--- config.mk ---
export PLATFORM = sky130hd
export DESIGN_NAME = instr_fetch_seq_flat
export DESIGN_NICKNAME = d
export VERILOG_FILES = /design/src/rtl/fetch_pkg.sv /design/src/rtl/instr_fetch_seq_if.sv /design/src/rtl/instr_fetch_seq_byte_packer.sv /design/src/rtl/instr_fetch_seq.sv /design/src/flat_wrapper.sv
export SDC_FILE = /design/constraint.sdc
export NUM_CORES = 1
export LEC_CHECK = 0
export ABC_AREA = 0
export BUFFER_PORTS_ARGS = -buffer_cell sky130_fd_sc_hd__buf_2
export CAP_MARGIN = 40
export CORE_UTILIZATION = 55
export DETAILED_ROUTE_END_ITERATION = 16
export PLACE_DENSITY = 0.81
export SYNTH_ARGS = -nofsm -noshare
export SYNTH_HDL_FRONTEND = slang
export SYNTH_SLANG_ARGS = --single-unit
--- constraint.sdc ---
create_clock -name clk -period 5.3 [get_ports clk]
set_input_delay 0.53 -clock clk [delete_from_list [all_inputs] [get_ports clk]]
set_output_delay 0.53 -clock clk [all_outputs]
set_load 0.05 [all_outputs]
--- src/rtl/fetch_pkg.sv ---
// Shared types and constants for the instruction fetch sequencer (instr_fetch_seq).
package fetch_pkg;

  localparam int unsigned ADDR_W_DEF      = 10;
  localparam int unsigned BYTE_W          = 8;
  localparam int unsigned BYTES_PER_INSTR = 4;
  localparam int unsigned INSTR_W         = BYTE_W * BYTES_PER_INSTR;
  localparam int unsigned CNT_W           = $clog2(BYTES_PER_INSTR);

  localparam logic [INSTR_W-1:0] INSTR_NOP = INSTR_W'(0);

  typedef enum logic [1:0] {
    IDLE  = 2'd0,
    FETCH = 2'd1,
    HOLD  = 2'd2
  } fetch_state_t;

endpackage

--- src/rtl/instr_fetch_seq_if.sv ---
// Fetch request/IF-ID handshake plus byte-wide ROM port of instr_fetch_seq.
// FETCH_ALIGN_CHECK_EN adds the misalign_o flag.
interface instr_fetch_seq_if
  import fetch_pkg::*;
#(
  parameter int unsigned ADDR_W = ADDR_W_DEF
);
  logic                req_i;
  logic [31:0]         pc_i;
  logic                flush_i;
  logic                stall_i;
  logic                ready_o;
  logic [ADDR_W-1:0]   rom_addr_o;
  logic [BYTE_W-1:0]   rom_data_i;
  logic [INSTR_W-1:0]  instr_o;
  logic                valid_o;
`ifdef FETCH_ALIGN_CHECK_EN
  logic                misalign_o;

  modport master (
    output req_i, pc_i, flush_i, stall_i, rom_data_i,
    input  ready_o, rom_addr_o, instr_o, valid_o, misalign_o
  );
  modport slave (
    input  req_i, pc_i, flush_i, stall_i, rom_data_i,
    output ready_o, rom_addr_o, instr_o, valid_o, misalign_o
  );
`else
  modport master (
    output req_i, pc_i, flush_i, stall_i, rom_data_i,
    input  ready_o, rom_addr_o, instr_o, valid_o
  );
  modport slave (
    input  req_i, pc_i, flush_i, stall_i, rom_data_i,
    output ready_o, rom_addr_o, instr_o, valid_o
  );
`endif
endinterface

--- src/rtl/instr_fetch_seq_byte_packer.sv ---
// Shadow register that collects ROM bytes into a big-endian instruction word.
module instr_byte_packer
  import fetch_pkg::*;
(
  input  logic               clk,
  input  logic               rst,
  input  logic               i_clear,
  input  logic               i_load,
  input  logic [CNT_W-1:0]   i_cnt,
  input  logic [BYTE_W-1:0]  i_data,
  output logic [INSTR_W-1:0] o_word_c
);

  logic [INSTR_W-1:0] r_shadow;
  logic [INSTR_W-1:0] w_merged;

  // Current byte dropped into its lane; byte 0 is the most significant.
  always_comb begin
    w_merged = r_shadow;
    for (int unsigned k = 0; k < BYTES_PER_INSTR; k++) begin
      if (i_cnt == CNT_W'(k)) begin
        w_merged[INSTR_W - BYTE_W*(k+1) +: BYTE_W] = i_data;
      end
    end
  end

  always_ff @(posedge clk) begin
    if (rst || i_clear) begin
      r_shadow <= '0;
    end else if (i_load) begin
      r_shadow <= w_merged;
    end
  end

  assign o_word_c = w_merged;

endmodule

--- src/rtl/instr_fetch_seq.sv ---
// Fetch sequencer: four byte reads from one shared ROM port into a 32-bit word.
// FETCH_ALIGN_CHECK_EN turns unaligned requests into a flagged NOP.
module instr_fetch_seq
  import fetch_pkg::*;
#(
  parameter int unsigned ADDR_W = ADDR_W_DEF
)(
  input logic                clk,
  input logic                rst,
  instr_fetch_seq_if.slave   bus
);

  fetch_state_t       r_state, w_state_nxt;
  logic [CNT_W-1:0]   r_cnt, w_cnt_nxt;
  logic [ADDR_W-1:0]  r_base, w_base_nxt;
  logic [ADDR_W-1:0]  r_rom_addr, w_rom_addr_nxt;
  logic [INSTR_W-1:0] r_instr, w_instr_nxt;
  logic               r_valid, w_valid_nxt;
  logic               w_ready_c;
  logic               w_accept;
  logic               w_pack_load;
  logic               w_pack_clear;
  logic [INSTR_W-1:0] w_word;
  logic               w_unused_pc;
`ifdef FETCH_ALIGN_CHECK_EN
  logic               r_misalign, w_misalign_nxt;
`endif

  assign w_unused_pc = ^bus.pc_i[31:ADDR_W];

  instr_byte_packer u_packer (
    .clk      (clk),
    .rst      (rst),
    .i_clear  (w_pack_clear),
    .i_load   (w_pack_load),
    .i_cnt    (r_cnt),
    .i_data   (bus.rom_data_i),
    .o_word_c (w_word)
  );

  always_ff @(posedge clk) begin
    if (rst) begin
      r_state    <= IDLE;
      r_cnt      <= '0;
      r_base     <= '0;
      r_rom_addr <= '0;
      r_instr    <= INSTR_NOP;
      r_valid    <= 1'b0;
`ifdef FETCH_ALIGN_CHECK_EN
      r_misalign <= 1'b0;
`endif
    end else begin
      r_state    <= w_state_nxt;
      r_cnt      <= w_cnt_nxt;
      r_base     <= w_base_nxt;
      r_rom_addr <= w_rom_addr_nxt;
      r_instr    <= w_instr_nxt;
      r_valid    <= w_valid_nxt;
`ifdef FETCH_ALIGN_CHECK_EN
      r_misalign <= w_misalign_nxt;
`endif
    end
  end

  // Flush outranks everything; with req it is simply a redirected accept.
  always_comb begin
    w_state_nxt    = r_state;
    w_cnt_nxt      = r_cnt;
    w_base_nxt     = r_base;
    w_rom_addr_nxt = r_rom_addr;
    w_instr_nxt    = r_instr;
    w_valid_nxt    = r_valid;
    w_pack_load    = 1'b0;
    w_pack_clear   = 1'b0;
`ifdef FETCH_ALIGN_CHECK_EN
    w_misalign_nxt = r_misalign;
`endif
    w_ready_c = (r_state == IDLE) || ((r_state == HOLD) && !bus.stall_i) || bus.flush_i;
    w_accept  = bus.req_i && w_ready_c;

    if (w_accept) begin
      w_state_nxt    = FETCH;
      w_cnt_nxt      = '0;
      w_base_nxt     = bus.pc_i[ADDR_W-1:0];
      w_rom_addr_nxt = bus.pc_i[ADDR_W-1:0];
      w_valid_nxt    = 1'b0;
      w_pack_clear   = 1'b1;
`ifdef FETCH_ALIGN_CHECK_EN
      w_misalign_nxt = 1'b0;
      if (bus.pc_i[1:0] != 2'b00) begin
        w_state_nxt    = HOLD;
        w_instr_nxt    = INSTR_NOP;
        w_valid_nxt    = 1'b1;
        w_misalign_nxt = 1'b1;
      end
`endif
    end else if (bus.flush_i) begin
      w_state_nxt    = IDLE;
      w_cnt_nxt      = '0;
      w_rom_addr_nxt = r_base;
      w_valid_nxt    = 1'b0;
      w_pack_clear   = 1'b1;
`ifdef FETCH_ALIGN_CHECK_EN
      w_misalign_nxt = 1'b0;
`endif
    end else begin
      case (r_state)
        FETCH: begin
          w_pack_load = 1'b1;
          w_cnt_nxt   = r_cnt + CNT_W'(1);
          if (r_cnt == CNT_W'(BYTES_PER_INSTR - 1)) begin
            w_state_nxt    = HOLD;
            w_instr_nxt    = w_word;
            w_valid_nxt    = 1'b1;
            w_rom_addr_nxt = r_base;
`ifdef FETCH_ALIGN_CHECK_EN
            w_misalign_nxt = 1'b0;
`endif
          end else begin
            w_rom_addr_nxt = r_base + ADDR_W'(r_cnt + CNT_W'(1));
          end
        end
        HOLD: begin
          if (!bus.stall_i) begin
            w_state_nxt = IDLE;
            w_valid_nxt = 1'b0;
`ifdef FETCH_ALIGN_CHECK_EN
            w_misalign_nxt = 1'b0;
`endif
          end
        end
        default: ;
      endcase
    end
  end

  assign bus.ready_o    = w_ready_c;
  assign bus.rom_addr_o = r_rom_addr;
  assign bus.instr_o    = r_instr;
  assign bus.valid_o    = r_valid;
`ifdef FETCH_ALIGN_CHECK_EN
  assign bus.misalign_o = r_misalign;
`endif

endmodule

--- src/flat_wrapper.sv ---
// flat-port wrapper written by rule: the top's interface ports become plain ports
module instr_fetch_seq_flat import fetch_pkg::*;
#(
  parameter int unsigned ADDR_W = ADDR_W_DEF
)
  (clk, rst, bus_req_i, bus_pc_i, bus_flush_i, bus_stall_i, bus_rom_data_i, bus_ready_o, bus_rom_addr_o, bus_instr_o, bus_valid_o);
  instr_fetch_seq_if #(.ADDR_W(ADDR_W)) bus_i ();
  input logic clk;
  input logic rst;
  input wire logic [$bits(bus_i.req_i)-1:0] bus_req_i;
  input wire logic [$bits(bus_i.pc_i)-1:0] bus_pc_i;
  input wire logic [$bits(bus_i.flush_i)-1:0] bus_flush_i;
  input wire logic [$bits(bus_i.stall_i)-1:0] bus_stall_i;
  input wire logic [$bits(bus_i.rom_data_i)-1:0] bus_rom_data_i;
  output wire logic [$bits(bus_i.ready_o)-1:0] bus_ready_o;
  output wire logic [$bits(bus_i.rom_addr_o)-1:0] bus_rom_addr_o;
  output wire logic [$bits(bus_i.instr_o)-1:0] bus_instr_o;
  output wire logic [$bits(bus_i.valid_o)-1:0] bus_valid_o;
  assign bus_i.req_i = bus_req_i;
  assign bus_i.pc_i = bus_pc_i;
  assign bus_i.flush_i = bus_flush_i;
  assign bus_i.stall_i = bus_stall_i;
  assign bus_i.rom_data_i = bus_rom_data_i;
  assign bus_ready_o = bus_i.ready_o;
  assign bus_rom_addr_o = bus_i.rom_addr_o;
  assign bus_instr_o = bus_i.instr_o;
  assign bus_valid_o = bus_i.valid_o;
  instr_fetch_seq #(.ADDR_W(ADDR_W)) u_core (.clk(clk), .rst(rst), .bus(bus_i));
endmodule
# Word level (Yosys, flattened, before mapping)
# Cells that the tools add are included.
[word_totals] regBits=89 inputBits=45 word_cells=58
[op_classes] mux=21 bitwise=2 eq_ne=9 reduce_logical=15 addsub=3
[ops] cell="2-to-1 mux 10 bit" count=4
[ops] cell="2-to-1 mux 8 bit" count=4
[ops] cell="adder 10 bit" count=1
[ops] cell="2-to-1 mux 1 bit" count=9
[ops] cell="equality test 2 bit, second input constant" count=3
[ops] cell="AND reduction 3 bit" count=2
[ops] cell="equality test 2 x 1 -> 1 bit, second input constant" count=2
[ops] cell="logical NOT 2 bit" count=2
[ops] cell="2-to-1 mux 2 bit" count=2
[ops] cell="inequality test 4 x 2 -> 1 bit, second input constant" count=1
[ops] cell="inequality test 4 x 3 -> 1 bit, second input constant" count=1
[ops] cell="case mux 2 bit (2 select lines)" count=1
[ops] cell="AND reduction 4 bit" count=1
[ops] cell="nonzero test 4 bit" count=1
[ops] cell="adder 2 x 1 -> 3 bit, second input constant" count=1
[ops] cell="logical OR 1 bit" count=3
[ops] cell="nonzero test 3 bit" count=1
[ops] cell="OR reduction 3 bit" count=1
[ops] cell="adder 2 x 1 -> 2 bit, second input constant" count=1
[ops] cell="logical AND 1 bit" count=2
[ops] cell="inequality test 2 x 1 -> 1 bit, second input constant" count=1
[ops] cell="inequality test 2 bit, second input constant" count=1
[ops] cell="inverter 1 bit" count=2
[ops] cell="case mux 1 bit (2 select lines)" count=1
[ops] cell="other kinds (2)" count=2

# Depth between registers and ports, before layout
[depth] ltp_word=7 ltp_mapped=8 ltp_nobuf=8

# By module
# A second synthesis with hierarchy kept.
[hier_totals] cells_unflattened=459 hier_area_um2=4287.9
[modules_own_cells] mod="instr_fetch_seq" cells_each=299 area_each_um2=2474.9 seq_area_each_um2=1121.1 instances=1
[modules_own_cells] mod="instr_byte_packer" cells_each=160 area_each_um2=1813.0 seq_area_each_um2=640.6 instances=1

# Least setup slack after synthesis
# OpenSTA, ideal clock, no wires.
[synth_timing] kind="register -> register" from="reg u_core.r_cnt[0]" to="reg u_core.r_rom_addr[8] (netlist: u_core.bus.rom_addr_o[8])" required_ns=5.169 setup_slack_ns=3.257 stages_incl_launch_ff=9 arrival_time_ns=1.912 path_cell_list="dfxtp_1 -> inv_1 -> ha_1 -> inv_1 -> fa_1 -> nor2b_1 -> o31a_1 -> nor4_1 -> nor3_1"
[synth_via] elab_chain_len=6 word_cells_on_any_way=7
[synth_lines] item="from (decl)" line_no="instr_fetch_seq.sv:14" rtl="logic [CNT_W-1:0] r_cnt, w_cnt_nxt;"
[synth_lines] item="from (signal assigned)" line_no="instr_fetch_seq.sv:54" rtl="r_cnt <= w_cnt_nxt;"
[synth_lines] item="adder 2 x 1 -> 3 bit" line_no="instr_fetch_seq.sv:120" rtl="w_rom_addr_nxt = r_base + ADDR_W'(r_cnt + CNT_W'(1));"
[synth_lines] item="adder 10 bit" line_no="instr_fetch_seq.sv:120"
[synth_lines] item="2-to-1 mux 10 bit (*)" line_no="instr_fetch_seq.sv:111" rtl="if (r_cnt == CNT_W'(BYTES_PER_INSTR - 1)) begin"
[synth_lines] item="2-to-1 mux 10 bit (*)" line_no="instr_fetch_seq.sv:107" rtl="case (r_state)"
[synth_lines] item="2-to-1 mux 10 bit (*)" line_no="instr_fetch_seq.sv:97" rtl="end else if (bus.flush_i) begin"
[synth_lines] item="2-to-1 mux 10 bit (*)" line_no="instr_fetch_seq.sv:81" rtl="if (w_accept) begin"
[synth_lines] item="to (signal assigned)" line_no="instr_fetch_seq.sv:56" rtl="r_rom_addr <= w_rom_addr_nxt;"
[synth_lines] item="to (decl)" line_no="instr_fetch_seq.sv:16" rtl="logic [ADDR_W-1:0] r_rom_addr, w_rom_addr_nxt;"
# Every way passes the cells marked *; elsewhere a longest branch is shown, timed or not. The select of a mux whose other input is x is not followed.
# A chain may end at the register's enable or synchronous reset.

# Worst setup path in the final report
# Ends and elaborated chain as after synthesis.

==> impl_metrics.ini <==
[run_status]
outcome = complete, no violations

[timing]
worst_pin_slew_ns = 0.768
timing.final.ws_setup_ns = 3.09
finalSetupViolations = 0
slew_viol_final = 0
slew_headroom_pct = 48.3
timing.final.crit_share_pct = 41.7
hold_violations = 0
setup_repair_after_global_routing_missed_its_margin = no
holdWs_ns = 0.411
timing.clock.skew_ns = 0.0154
finalCriticalPeriod_ns = 2.21
maxClockFrequency_ghz = 0.452
finalSetupTns_ns = 0

[synth]
synthCells = 427
proportion_of_register_bits_with_asynchronous_set_or_reset_after_synthesis_pct = 0
synth-seq-cells = 88
synthAdderAreaFrac_pct = 2.83
yosys_warnings = 0
synth_flop_cell = sky130_fd_sc_hd__dfxtp_1
synth_edf_count = 0
postSynthAreaPerCell_um2 = 8.90
netlist-cell-type-count = 44
synth_simple_gate_area_share_pct = 17.2
synthesis.area_um2 = 3800
synth.area.mux_share_pct = 8.43
yosysSeqAreaShare_pct = 46.4
syn_nets = 480
dominant_combinational_cell_family_by_area_after_synthesis = compound AO/OA/AOI/OAI gates
synth-compound-area-share_pct = 18.8
synth_xor_area_share_pct = 1.15

[final_layout]
area_delta_synth_final_pct = 13.4
num_antenna_cells = 0
finalInstanceArea_um2 = 4310
most-common-layout-cells = sky130_fd_sc_hd__dfxtp_1, sky130_fd_sc_hd__nor2_1, sky130_fd_sc_hd__buf_2
instances_no_fill = 556
share_of_the_core_filled_with_cells_pct = 66.3
layout_cells_sized_above_1_pct = 19.2
layout_commonest_cell = sky130_fd_sc_hd__dfxtp_1
num-nets-final = 527

[cts]
post_cts_buffers = 0
cts_buffers = 9
cts-root-to-sink-buffers = 2
clk_pin_slew_worst_paths_ns = 0.09
worstSkewPairLatency_ns = 0.36
htreeDepth = 3
ctsHoldBuffers = 0
cts-resized-gates = 0
cts.root.buffer_cell = sky130_fd_sc_hd__clkbuf_8
cts_num_sinks = 88
tritoncts = built

[die]
die_height_um = 85.1
initial_core_util_pct = 58.5
fp.dieW_um = 85.1
std_cell_rows = 29
num_io_pins = 89
die_area_um2 = 7240
core_area_um2 = 6490

[route]
via_per_inst = 5.81
antenna_left = 0
detail_route.drc_violations = 0
detail_route.wirelength_um = 8280
first_iter_violations = 129
drt_wl_cell_um = 14.9
vias = 3228
drt_pass1_iterations = 4

[global_routing]
wire_length_of_the_first_global_routing_pass_um = 13800
groute.usage.overall_pct = 24.0
antenna_found_initial = 0
largest_net_degree_at_the_start_of_global_routing = 37
grt_residual_overflow = 0
grt_pass1_vias = 3012

[place]
routabilityCongestion = 0.818
placedCellCount = 540
hpwl_um = 5640
port_buffers = 66
placed_area_um2 = 4130
dpl_worst_slack_ns = 2.90

[worst_setup_path]
worstPathArrival_ns = 2.45
timing_worst_setup_path_type = register to register
cp.required_ns = 5.54
critPathMaxFanout = 5
critPathCaptureType = register
worstSetupStartpointType = register

[power_and_ir_drop]
seq_power_share_pct = 55.2
clock_power_share_pct = 34.1
vdd_drop_max_mv = 0.200
totalPowerFinal_mw = 1.25
intPower_mw = 0.897
power.switching_fraction_pct = 28.1
power_switching_mw = 0.350
powerDensity_nw_per_um2 = 289
static-leakage-power_nw = 1.63
comb_power_share_pct = 10.7

[worst_hold_path]
worst_hold_path_type = input pin to register

[flow_run]
maxCapViolations = 0
-- sequential cells by signal, indices dropped and copies added (netlist names) --
register	flops
u_core.bus.instr_o	32
u_core.bus.rom_addr_o	10
u_core.bus.valid_o	1
u_core.r_base	10
u_core.r_cnt	2
u_core.r_state	1
u_core.u_packer.r_shadow	32
-- synthesized netlist by cell type, drive strengths merged, types with 6 or more instances --
| master | count | area share [%] |
|---|---|---|
| a211oi | 40 | 7.9 |
| a21oi | 13 | 1.7 |
| buf | 23 | 3.1 |
| clkbuf | 11 | 1.1 |
| dfxtp | 88 | 46 |
| ha | 7 | 2.3 |
| inv | 10 | 0.99 |
| mux2i | 32 | 8.4 |
| nand2 | 30 | 3.0 |
| nand3 | 6 | 0.79 |
| nor2 | 82 | 8.1 |
| nor3 | 9 | 1.2 |
| o21ai | 7 | 1.0 |
| o22ai | 27 | 4.4 |
-- worst max-delay path, stage by stage, from the launching register on --
cell and delay (ns):
sky130_fd_sc_hd__dfxtp_1 0.39, sky130_fd_sc_hd__inv_1 0.12, sky130_fd_sc_hd__ha_1 0.32, sky130_fd_sc_hd__inv_1 0.07, sky130_fd_sc_hd__fa_1 0.42, sky130_fd_sc_hd__nor2b_1 0.20
sky130_fd_sc_hd__o31a_1 0.29, sky130_fd_sc_hd__nor4_1 0.23, sky130_fd_sc_hd__nor3_1 0.08
-- worst paths after layout --
path / from / to / slack [ns] / cells after the start
setup reg to reg: u_core.r_cnt[0]$_SDFFE_PP0P_ / u_core.bus.rom_addr_o[8]$_SDFFE_PP0P_ / 3.09 / 8
hold / removal: bus_pc_i[3] / u_core.r_base[3]$_SDFFE_PP0P_ / 0.41 / 3
setup / recovery: u_core.r_cnt[0]$_SDFFE_PP0P_ / u_core.bus.rom_addr_o[8]$_SDFFE_PP0P_ / 3.09 / 8
hold reg to reg: u_core.bus.rom_addr_o[4]$_SDFFE_PP0P_ / u_core.bus.rom_addr_o[4]$_SDFFE_PP0P_ / 0.47 / 2
-- cells by family after synthesis --
group           after synthesis
compound gates              105
fa+ha+maj                     8
flops                        88
xor+xnor                      5
buf+inv                      44
simple gates                145
mux                          32
-- power groups by stage --
| stage | clock network (mW) | logic (mW) | registers [mW] |
|---|---|---|---|
| after floorplan | 0 | 0.0762 | 0.723 |
| final | 0.425 | 0.134 | 0.688 |
| after detailed placement | 0 | 0.132 | 0.703 |
| after CTS | 0.433 | 0.133 | 0.688 |
| after global placement | 0 | 0.129 | 0.703 |
| after global routing | 0.462 | 0.146 | 0.691 |
-- cell type report --
| cell class | instances | area, um2 |
|---|---|---|
| Clock buffer | 10 | 128 |
| Clock inverter | 6 | 51.3 |
| Fill cell | 522 | 2190 |
| Inverter | 10 | 37.5 |
| Multi-Input combinational cell | 295 | 1840 |
| Sequential cell | 88 | 1760 |
| Tap cell | 77 | 96.3 |
| Timing Repair Buffer | 70 | 393 |
-- routing by layer --
metal	global-route usage, %	routed length (um)
met5	0	0
met4	10.6	137
met3	3.31	325
met2	40.0	3860
met1	31.0	3950
Power figures use the tool's default switching activity.
